<file path="src/rtl/ball_tracker.sv">
// ball_tracker
//
// Moves a ball one maze cell at a time in the direction of the board tilt.
// A movement tick is generated every STEP_DIV clocks while the tracker is
// enabled. Each tick with enough tilt looks up the wall bit of the
// neighbouring cell and then either moves the ball there or sends it back to
// the start cell (1,1) on a wall hit. Reaching the finish cell
// (GRID_W-2, GRID_H-2) freezes the tracker until the next game_start.
//
// Ports
//   clk           system clock, all logic on its rising edge
//   rst           asynchronous active-high reset
//   game_start    one-cycle pulse: reload the start cell, latch level, enable motion
//   level[1:0]    level select, sampled on game_start
//   tilt_x[7:0]   signed accelerometer X reading
//   tilt_y[7:0]   signed accelerometer Y reading
//   tilt_valid    tilt_x/tilt_y are valid and get captured this cycle
//   wall_rd_addr  maze memory address {level, cand_y[4:0], cand_x[5:0]}
//   wall_rd_data  wall bit for last cycle's wall_rd_addr (1 = wall)
//   ball_x[5:0]   current ball column
//   ball_y[4:0]   current ball row
//   moving        captured tilt is outside the dead zone and tracker enabled
//   collision     one-cycle pulse on a wall hit
//   at_finish     high while the ball rests on the finish cell
module ball_tracker #(
   parameter int STEP_DIV = 2500000,
   parameter int DEADZONE = 16,
   parameter int GRID_W   = 40,
   parameter int GRID_H   = 30
) (
   input  logic        clk,
   input  logic        rst,
   input  logic        game_start,
   input  logic [1:0]  level,
   input  logic [7:0]  tilt_x,
   input  logic [7:0]  tilt_y,
   input  logic        tilt_valid,
   output logic [12:0] wall_rd_addr,
   input  logic        wall_rd_data,
   output logic [5:0]  ball_x,
   output logic [4:0]  ball_y,
   output logic        moving,
   output logic        collision,
   output logic        at_finish
);

   localparam int CNT_W = (STEP_DIV > 1) ? $clog2(STEP_DIV) : 1;
   localparam logic [CNT_W-1:0] TICK_LAST = CNT_W'(STEP_DIV - 1);
   localparam logic [8:0] DZ    = 9'(DEADZONE);
   localparam logic [6:0] X_MAX = 7'(GRID_W - 1);
   localparam logic [5:0] Y_MAX = 6'(GRID_H - 1);
   localparam logic [5:0] FIN_X = 6'(GRID_W - 2);
   localparam logic [4:0] FIN_Y = 5'(GRID_H - 2);

   typedef enum logic [2:0] {
      IDLE,
      WAIT_TICK,
      LOOKUP,
      CHECK,
      UPDATE,
      DONE
   } state_t;

   state_t state, state_nxt;

   logic [1:0]       level_q;
   logic [CNT_W-1:0] tick_cnt;
   logic [7:0]       tilt_x_q, tilt_y_q;
   logic [5:0]       cand_x;
   logic [4:0]       cand_y;
   logic             cand_blocked;

   logic [8:0] mag_x, mag_y;
   logic       tilt_active, use_x, step_neg, enabled, tick_last;
   logic [6:0] nxt_x;
   logic [5:0] nxt_y;
   logic       nxt_blocked;
   logic       start_lookup, hit, advance;

   // Magnitudes are widened to 9 bits so that -128 compares as 128.
   assign mag_x = tilt_x_q[7] ? (9'd0 - {1'b1, tilt_x_q}) : {1'b0, tilt_x_q};
   assign mag_y = tilt_y_q[7] ? (9'd0 - {1'b1, tilt_y_q}) : {1'b0, tilt_y_q};

   assign tilt_active = (mag_x >= DZ) || (mag_y >= DZ);
   assign enabled     = (state == WAIT_TICK) || (state == LOOKUP) ||
                        (state == CHECK)     || (state == UPDATE);
   assign moving      = enabled && tilt_active;
   assign at_finish   = (state == DONE);
   assign tick_last   = (tick_cnt == TICK_LAST);

   // Dominant axis wins, ties go to X. Stepping below zero wraps to an
   // all-ones value, so one unsigned upper-bound compare covers both edges.
   always_comb begin
      use_x    = (mag_x >= mag_y);
      step_neg = use_x ? tilt_x_q[7] : tilt_y_q[7];
      nxt_x    = {1'b0, ball_x};
      nxt_y    = {1'b0, ball_y};
      if (use_x) begin
         nxt_x = step_neg ? ({1'b0, ball_x} - 7'd1) : ({1'b0, ball_x} + 7'd1);
      end else begin
         nxt_y = step_neg ? ({1'b0, ball_y} - 6'd1) : ({1'b0, ball_y} + 6'd1);
      end
      nxt_blocked = (nxt_x > X_MAX) || (nxt_y > Y_MAX);
   end

   // State register.
   always_ff @(posedge clk or posedge rst) begin
      if (rst) begin
         state <= IDLE;
      end else begin
         state <= state_nxt;
      end
   end

   // Next-state logic and the step strobes that drive the datapath. A
   // game_start cancels whatever step is in flight, including a wall hit or
   // ball update that would otherwise land on the same edge.
   always_comb begin
      state_nxt    = state;
      start_lookup = 1'b0;
      hit          = 1'b0;
      advance      = 1'b0;
      case (state)
         IDLE: begin
            if (game_start) state_nxt = WAIT_TICK;
         end
         WAIT_TICK: begin
            if (tick_last && moving) begin
               state_nxt    = LOOKUP;
               start_lookup = 1'b1;
            end
         end
         LOOKUP: begin
            state_nxt = cand_blocked ? WAIT_TICK : CHECK;
         end
         CHECK: begin
            if (wall_rd_data) begin
               state_nxt = WAIT_TICK;
               hit       = 1'b1;
            end else begin
               state_nxt = UPDATE;
            end
         end
         UPDATE: begin
            advance   = 1'b1;
            state_nxt = ((cand_x == FIN_X) && (cand_y == FIN_Y)) ? DONE : WAIT_TICK;
         end
         DONE: begin
            if (game_start) state_nxt = WAIT_TICK;
         end
         default: state_nxt = IDLE;
      endcase
      if (game_start) begin
         state_nxt    = WAIT_TICK;
         start_lookup = 1'b0;
         hit          = 1'b0;
         advance      = 1'b0;
      end
   end

   // Datapath. The candidate is latched at the tick so a tilt capture
   // during the step cannot change where the ball goes; the memory address
   // is only driven for in-grid candidates.
   always_ff @(posedge clk or posedge rst) begin
      if (rst) begin
         level_q      <= 2'd0;
         tick_cnt     <= '0;
         tilt_x_q     <= 8'd0;
         tilt_y_q     <= 8'd0;
         cand_x       <= 6'd1;
         cand_y       <= 5'd1;
         cand_blocked <= 1'b0;
         wall_rd_addr <= 13'd0;
         ball_x       <= 6'd1;
         ball_y       <= 5'd1;
         collision    <= 1'b0;
      end else begin
         collision <= 1'b0;
         if (tilt_valid) begin
            tilt_x_q <= tilt_x;
            tilt_y_q <= tilt_y;
         end
         if (game_start) begin
            ball_x   <= 6'd1;
            ball_y   <= 5'd1;
            level_q  <= level;
            tick_cnt <= '0;
         end else begin
            if (state == WAIT_TICK) begin
               tick_cnt <= tick_last ? '0 : CNT_W'(tick_cnt + 1'b1);
            end
            if (start_lookup) begin
               cand_x       <= nxt_x[5:0];
               cand_y       <= nxt_y[4:0];
               cand_blocked <= nxt_blocked;
               if (!nxt_blocked) begin
                  wall_rd_addr <= {level_q, nxt_y[4:0], nxt_x[5:0]};
               end
            end
            if (hit) begin
               collision <= 1'b1;
               ball_x    <= 6'd1;
               ball_y    <= 5'd1;
            end
            if (advance) begin
               ball_x <= cand_x;
               ball_y <= cand_y;
            end
         end
      end
   end

endmodule

</file>
<file path="config.mk">
export PLATFORM = sky130hd
export DESIGN_NAME = ball_tracker
export DESIGN_NICKNAME = d
export VERILOG_FILES = /design/src/rtl/ball_tracker.sv
export SDC_FILE = /design/constraint.sdc
export NUM_CORES = 1
export LEC_CHECK = 0
export ABC_AREA = 1
export BUFFER_PORTS_ARGS = -buffer_cell sky130_fd_sc_hd__buf_2
export CAP_MARGIN = 40
export CORE_ASPECT_RATIO = 0.8
export CORE_MARGIN = 2
export CORE_UTILIZATION = 59
export CTS_BUF_LIST = sky130_fd_sc_hd__clkbuf_2 sky130_fd_sc_hd__clkbuf_4 sky130_fd_sc_hd__clkbuf_8
export DETAILED_ROUTE_END_ITERATION = 8
export GPL_TIMING_DRIVEN = 1
export HOLD_SLACK_MARGIN = 0.02
export PLACE_DENSITY = 0.8
export SLEW_MARGIN = 15
export SYNTH_ARGS = -nofsm -noshare
export SYNTH_HDL_FRONTEND = slang
export SYNTH_SLANG_ARGS = --single-unit
</file>
<file path="constraint.sdc">
create_clock -name clk -period 6.3 [get_ports clk]
set_input_delay 0.315 -clock clk [delete_from_list [all_inputs] [get_ports clk]]
set_output_delay 0.315 -clock clk [all_outputs]
set_load 0.02 [all_outputs]
</file>
==> results.json, run 1 <==
{
  "status": "completed",
  "seq_area_mm2": 0.00201,
  "gr-total-overflow": 0,
  "netlist_instances": 592,
  "die_x_um": 105,
  "vias": 4116,
  "vias_per_cell": 5.45,
  "setup_violations": 0,
  "area_growth_pct": 10.6,
  "cp.required_ns": 6.56,
  "dr.first_iter.drc_count": 184,
  "fmax_mhz": 216,
  "synth_edf_count": 0,
  "initial_core_util_pct": 60.6,
  "startpoint_type": "flip-flop",
  "hold_class": "input pin to flip-flop",
  "die_y_um": 84.6,
  "drt_pass1_iterations": 5,
  "grt_pass1_wl_mm": 17.7,
  "htreeDepth": 3,
  "holdBufCountCts": 1,
  "end_kind": "flip-flop",
  "drive_above_1_share_pct": 19.3,
  "die_area_mm2": 0.00887,
  "cp_slowest_cell": "dfrtp_1",
  "port_buffers": 49,
  "cp_data_arrival_time_ns": 4.88,
  "postRouteAntennaNets": 0,
  "path_class": "flip-flop to flip-flop",
  "leakagePower_nw": 2.67,
  "rows": 29,
  "final_nets": 688,
  "crit_fanout": 18,
  "fin_crit_sh_pct": 73.3,
  "place.detailed.hpwl_mm": 7.75,
  "syn-num-nets": 638,
  "worst_slew_pin_slew_ns": 0.772,
  "power_density_mw_per_mm2": 227,
  "async_flop_share_pct": 100,
  "final.min_clock_period_ns": 4.62,
  "synth_area_mm2": 0.00479,
  "synth_ff_type": "dfrtp_1",
  "slew_violations": 0,
  "cap_violations": 0,
  "diodes": 0,
  "io_pins": 50,
  "drc": 0,
  "clock-sinks": 80,
  "postSynthAreaPerCell_um2": 8.10,
  "numCtsBuffers": 9,
  "cts_resized": 0,
  "antenna_found_initial": 0,
  "ys_ff_latch": 80,
  "cp_top_family": "simple AND/OR/NAND/NOR gates",
  "grt_pass1_vias": 3978,
  "irDropWorstVdd_mv": 0.128,
  "wirelength_mm": 10.3,
  "cp_slowest_stage_delay_ns": 0.59,
  "clk_pin_slew_ns": 0.09,
  "post_cts_buffers": 0,
  "post-route-util_pct": 67.1,
  "synthDistinctLibCells": 52,
  "grt_max_degree": 66,
  "clk_latency_ns": 0.36,
  "ys_seq_area_share_pct": 41.9,
  "rsz0062_at_grt": "no",
  "final_hold_viol_count": 0,
  "crit_buf_inv": 5,
  "tns_ns": 0,
  "clockBufferDepth": 2,
  "skew_ns": 0.0111,
  "coreArea_mm2": 0.00791,
  "avgRoutedWirePerCell_um": 13.6,
  "yosysWarnings": 0,
  "slew_headroom_pct": 48.5,
  "crit_top_cell": "nand2_2",
  "cts_tree": "built",
  "place_congestion": 0.893,
  "multiInputGateArea_mm2": 0.00240,
  "ctsRootBufferMaster": "clkbuf_8",
  "track_usage_pct": 24.7,
  "fillers": 692
}
state kept, by name (all words and copies together) (netlist names):
name and flops:
level_q 2, cand_blocked 1, tilt_y_q 8, ball_y 5, state 3, cand_y 5
cand_x 6, wall_rd_addr 13, collision 1, tick_cnt 22, ball_x 6, tilt_x_q 8
cell type report:
| cell class | count | share of cell area [%] |
|---|---|---|
| Multi-Input combinational cell | 424 | 45.2 |
| Sequential cell | 80 | 37.8 |
| Timing Repair Buffer | 53 | 5.61 |
| Inverter | 74 | 5.28 |
| Tap cell | 108 | 2.55 |
| Clock buffer | 9 | 2.34 |
| Clock inverter | 7 | 1.16 |
worst min-delay path, cell delays in order:
cell,delay (ns)
buf_2,0.07
nand2_1,0.04
nand2_1,0.05
path summary, 6_finish.rpt:
| path | from | end | slack, ns | depth (start not counted) |
|---|---|---|---|---|
| worst max-delay path | tilt_y_q[7] | wall_rd_addr[0] | 1.68 | 29 |
| worst min-delay path | level[1] | level_q[1] | 0.15 | 3 |
| worst max register to register | tilt_y_q[7] | wall_rd_addr[0] | 1.68 | 29 |
| worst min register to register | wall_rd_addr[6] | wall_rd_addr[6] | 0.48 | 2 |
| max in group asynchronous | rst | ball_x[0] | 5.18 | 5 |
| min in group asynchronous | rst | tilt_y_q[7] | 0.50 | 4 |
metrics by stage:
step	area (µm²)	std cells	setup WS [ns]	hold slack, ns	total power [mW]
final	5300	755	1.68	0.148	1.20
after global placement	5080	737	1.85	0.453	0.830
after floorplan	4790	592	1.56	0.381	0.787
after CTS	5300	755	1.69	0.140	1.21
after global routing	5300	755	1.20	0.134	1.27
after detailed placement	5110	738	1.72	0.345	0.846
report_power, final:
group	switching (mW)	internal [mW]	leakage [nW]	total, mW
sequential	0.0201	0.531	1.03	0.551
clock	0.213	0.151	0.0888	0.364
combinational	0.189	0.101	1.55	0.290
total	0.422	0.782	2.67	1.20
metal layers:
metal  part of all wire, %  global-route usage [%]  vias up  wire, µm
li1                      -                       -     2030         -
met1                    45                    31.6     1941      4610
met2                    48                    41.4      122      4940
met3                   5.2                    6.21       23       536
met4                   2.1                    8.00        0       212
met5                     0                       0        -         0
synthesized netlist by cell type, types with 2 or more instances:
| library cell | count | area (µm²) |
|---|---|---|
| nor2_1 | 43 | 161 |
| nor3_1 | 11 | 55.1 |
| nor3b_1 | 2 | 15.0 |
| clkbuf_1 | 7 | 26.3 |
| o21ai_0 | 48 | 240 |
| o22a_1 | 2 | 17.5 |
| fa_1 | 2 | 40.0 |
| inv_1 | 67 | 251 |
| nand4_1 | 8 | 50.1 |
| inv_2 | 6 | 22.5 |
| nand2_1 | 133 | 499 |
| a21oi_1 | 24 | 120 |
| buf_6 | 3 | 33.8 |
| nand3b_1 | 2 | 15.0 |
| nand3_1 | 46 | 230 |
| nand2_4 | 5 | 56.3 |
| ha_1 | 21 | 263 |
| nand3_2 | 3 | 30.0 |
| mux2_2 | 3 | 33.8 |
| a31oi_1 | 2 | 12.5 |
| xor2_1 | 14 | 123 |
| nand2_2 | 18 | 113 |
| dfrtp_1 | 76 | 1900 |
| nor4_1 | 5 | 31.3 |
| nor2_2 | 5 | 31.3 |
| o22ai_1 | 3 | 18.8 |
| o21a_1 | 3 | 22.5 |
| dfstp_2 | 4 | 105 |
| buf_12 | 2 | 40.0 |
| conb_1 | 2 | 7.51 |
cell families (layout without fill, tap and decap cells):
family                     after synthesis  in the layout  share of synthesized area, %
and+or+nand+nor                        288            288                          28.9
AOI/OAI and AO/OA                       93             93                          11.2
buffers and inverters                   88            143                          8.12
DFF                                     80             80                          41.9
adders and majority gates               23             23                          6.32
xor gates and xnor gates                15             15                          2.74
muxes                                    3              3                         0.705
other                                    2              2                         0.157
cell usage in the layout, fill, tap and decap left out, types with 2 or more instances in the layout:
cell,n
o21ai_0,48
nand3_1,46
inv_2,7
inv_1,66
clkinvlp_4,2
nand2_4,5
o21a_1,3
clkbuf_8,9
o22ai_1,3
nor3b_1,2
fa_1,2
dfstp_2,4
inv_6,3
nand4_1,8
a31oi_1,2
nand3b_1,2
a21oi_1,24
nor2_1,43
buf_4,2
nand3_2,3
nand2_1,133
dfrtp_1,76
nand2_2,18
buf_2,49
o22a_1,2
mux2_2,3
xor2_1,14
nor3_1,11
ha_1,21
nor4_1,5
nor2_2,5
conb_1,2
(Power assumes the default switching activity.)
==> run 2, diff against run 1 <==
==> constraint.sdc (replaced) <==
create_clock -name clk -period 4.25 [get_ports clk]
set_input_delay 0.2125 -clock clk [delete_from_list [all_inputs] [get_ports clk]]
set_output_delay 0.2125 -clock clk [all_outputs]
set_load 0.02 [all_outputs]
==> results.json, run 2 (synthesized netlist as in run 1, its figures left out) <==
{
  "status": "completed",
  "power_density_mw_per_mm2": 352,
  "track_usage_pct": 25.1,
  "drt_pass1_iterations": 7,
  "path_class": "flip-flop to flip-flop",
  "place_congestion": 0.892,
  "coreArea_mm2": 0.00791,
  "fin_crit_sh_pct": 97.8,
  "dr.first_iter.drc_count": 235,
  "die_y_um": 84.6,
  "rr_startpoint": "tilt_y_q[0]",
  "avgRoutedWirePerCell_um": 14.5,
  "drive_above_1_share_pct": 25.3,
  "leakagePower_nw": 2.78,
  "drc": 0,
  "crit_top_cell": "nand2_2",
  "largest_register_ff_count": 22,
  "hp-start": "level[1]",
  "cp_slowest_cell": "dfrtp_1",
  "slew_headroom_pct": 65.5,
  "vias_per_cell": 5.58,
  "reg_top3": "tick_cnt (22), wall_rd_addr (13)",
  "hold_depth": 3,
  "clock-sinks": 80,
  "startpoint_type": "flip-flop",
  "antenna_found_initial": 0,
  "grt_pass1_wl_mm": 18.2,
  "final_common_cell": "nand2_1",
  "area_growth_pct": 18.1,
  "ctsRootBufferMaster": "clkbuf_8",
  "grt_pass1_vias": 3949,
  "cp_slowest_stage_delay_ns": 0.43,
  "final.min_clock_period_ns": 4.16,
  "cp_data_arrival_time_ns": 4.47,
  "final_cell_mix": "nand2_1, dfrtp_1, inv_1, buf_2, o21ai_0",
  "irDropWorstVdd_mv": 0.278,
  "setup_violations": 0,
  "port_buffers": 49,
  "cp.required_ns": 4.56,
  "clockBufferDepth": 2,
  "initial_core_util_pct": 60.6,
  "final_nets": 704,
  "cap_violations": 0,
  "slew_violations": 0,
  "diodes": 0,
  "end_kind": "flip-flop",
  "die_area_mm2": 0.00887,
  "grt_max_degree": 39,
  "postRouteAntennaNets": 0,
  "skew_ns": 0.00918,
  "r2r-end": "wall_rd_addr[3]",
  "numCtsBuffers": 9,
  "vias": 4304,
  "final_hold_viol_count": 0,
  "rsz0062_at_grt": "yes",
  "clk_pin_slew_ns": 0.09,
  "io_pins": 50,
  "fmax_mhz": 241,
  "die_x_um": 105,
  "place.detailed.hpwl_mm": 7.81,
  "rr_worst_depth": 31,
  "hold_class": "input pin to flip-flop",
  "min_to": "level_q[1]",
  "worst_slew_pin_slew_ns": 0.513,
  "cts_tree": "built",
  "rows": 29,
  "htreeDepth": 3,
  "ff2ff_setup_slack_ns": 0.09,
  "crit_fanout": 8,
  "regMostFlops": "tick_cnt",
  "wirelength_mm": 11.1,
  "clk_latency_ns": 0.36,
  "whs_ns": 0.0509,
  "post-route-util_pct": 71.6,
  "gr-total-overflow": 0
}
run 2: cell types whose count changed in the layout (fill, tap and decap cells not counted), moves of 4 or more:
cell / previous run / this run
buf_4: 2 / 13
ha_4: 0 / 6
a21oi_2: 1 / 7
ha_1: 21 / 15
a21oi_1: 24 / 18
nand2_1: 133 / 128
nand2_2: 18 / 22
run 2: cell type report:
class                      instances  area (µm²)
clock buffer                       9         124
clock inverter                     7         103
fill                             618        2250
inverter                          74         280
multi-input combinational        426        2590
sequential                        80        2010
tap                              108         135
timing repair buffer              67         423
run 2: metal layers:
metal  part of all wire (%)  wire length [µm]  track usage [%]  vias to the layer above
met1                     43              4810             33.4                     2063
met4                    2.0               228             6.30                        0
li1                       -                 -                -                     2075
met3                    5.0               555             4.89                       24
met2                     50              5560             42.6                      142
met5                      0                 0                0                        -
run 2: stage by stage:
step	instance area (µm²)	setup TNS (ns)	power (mW)	setup slack, ns	instances
after floorplan	4800	0	1.17	0.0764	592
after global routing	5660	-2.47	2.09	-0.207	771
after CTS	5410	0	1.90	0.00788	762
after global placement	5140	0	1.24	0.160	744
final	5660	0	1.99	0.0923	771
after detailed placement	5160	-0.278	1.26	-0.0477	745
run 2: how the worst max path moves through the flow:
stage	startpoint	endpoint	slack, ns	cells past startpoint
detailed placement	tilt_x_q[1]	wall_rd_addr[5]	-0.05	28
CTS	tilt_x_q[1]	wall_rd_addr[5]	0.008	29
global placement	tilt_y_q[0]	wall_rd_addr[5]	0.16	29
floorplan	tilt_x_q[1]	wall_rd_addr[0]	0.08	30
finish	tilt_y_q[0]	wall_rd_addr[3]	0.09	31
global route	tilt_y_q[0]	wall_rd_addr[3]	-0.21	31
run 2: critical path, delay by kind of cell, from the launching register on:
| kind | cells | cell delay [ns] |
|---|---|---|
| AOI/OAI and AO/OA | 3 | 0.38 |
| xor gates and xnor gates | 2 | 0.34 |
| adders and majority gates | 2 | 0.55 |
| buffers and inverters | 6 | 0.62 |
| DFF | 1 | 0.43 |
| and+or+nand+nor | 18 | 1.77 |
run 2: power by group:
group	internal, mW	switching, mW
clock	0.338	0.305
sequential	0.787	0.0286
combinational	0.205	0.326
run 2: what timing repair did:
action	CTS	global route
endpoints found under the setup margin	14	15
cloned	0	2
hold endpoints to repair	17	0
buffers inserted	0	7
resized for setup	1	35
pin swaps	0	22
hold buffers	1	0
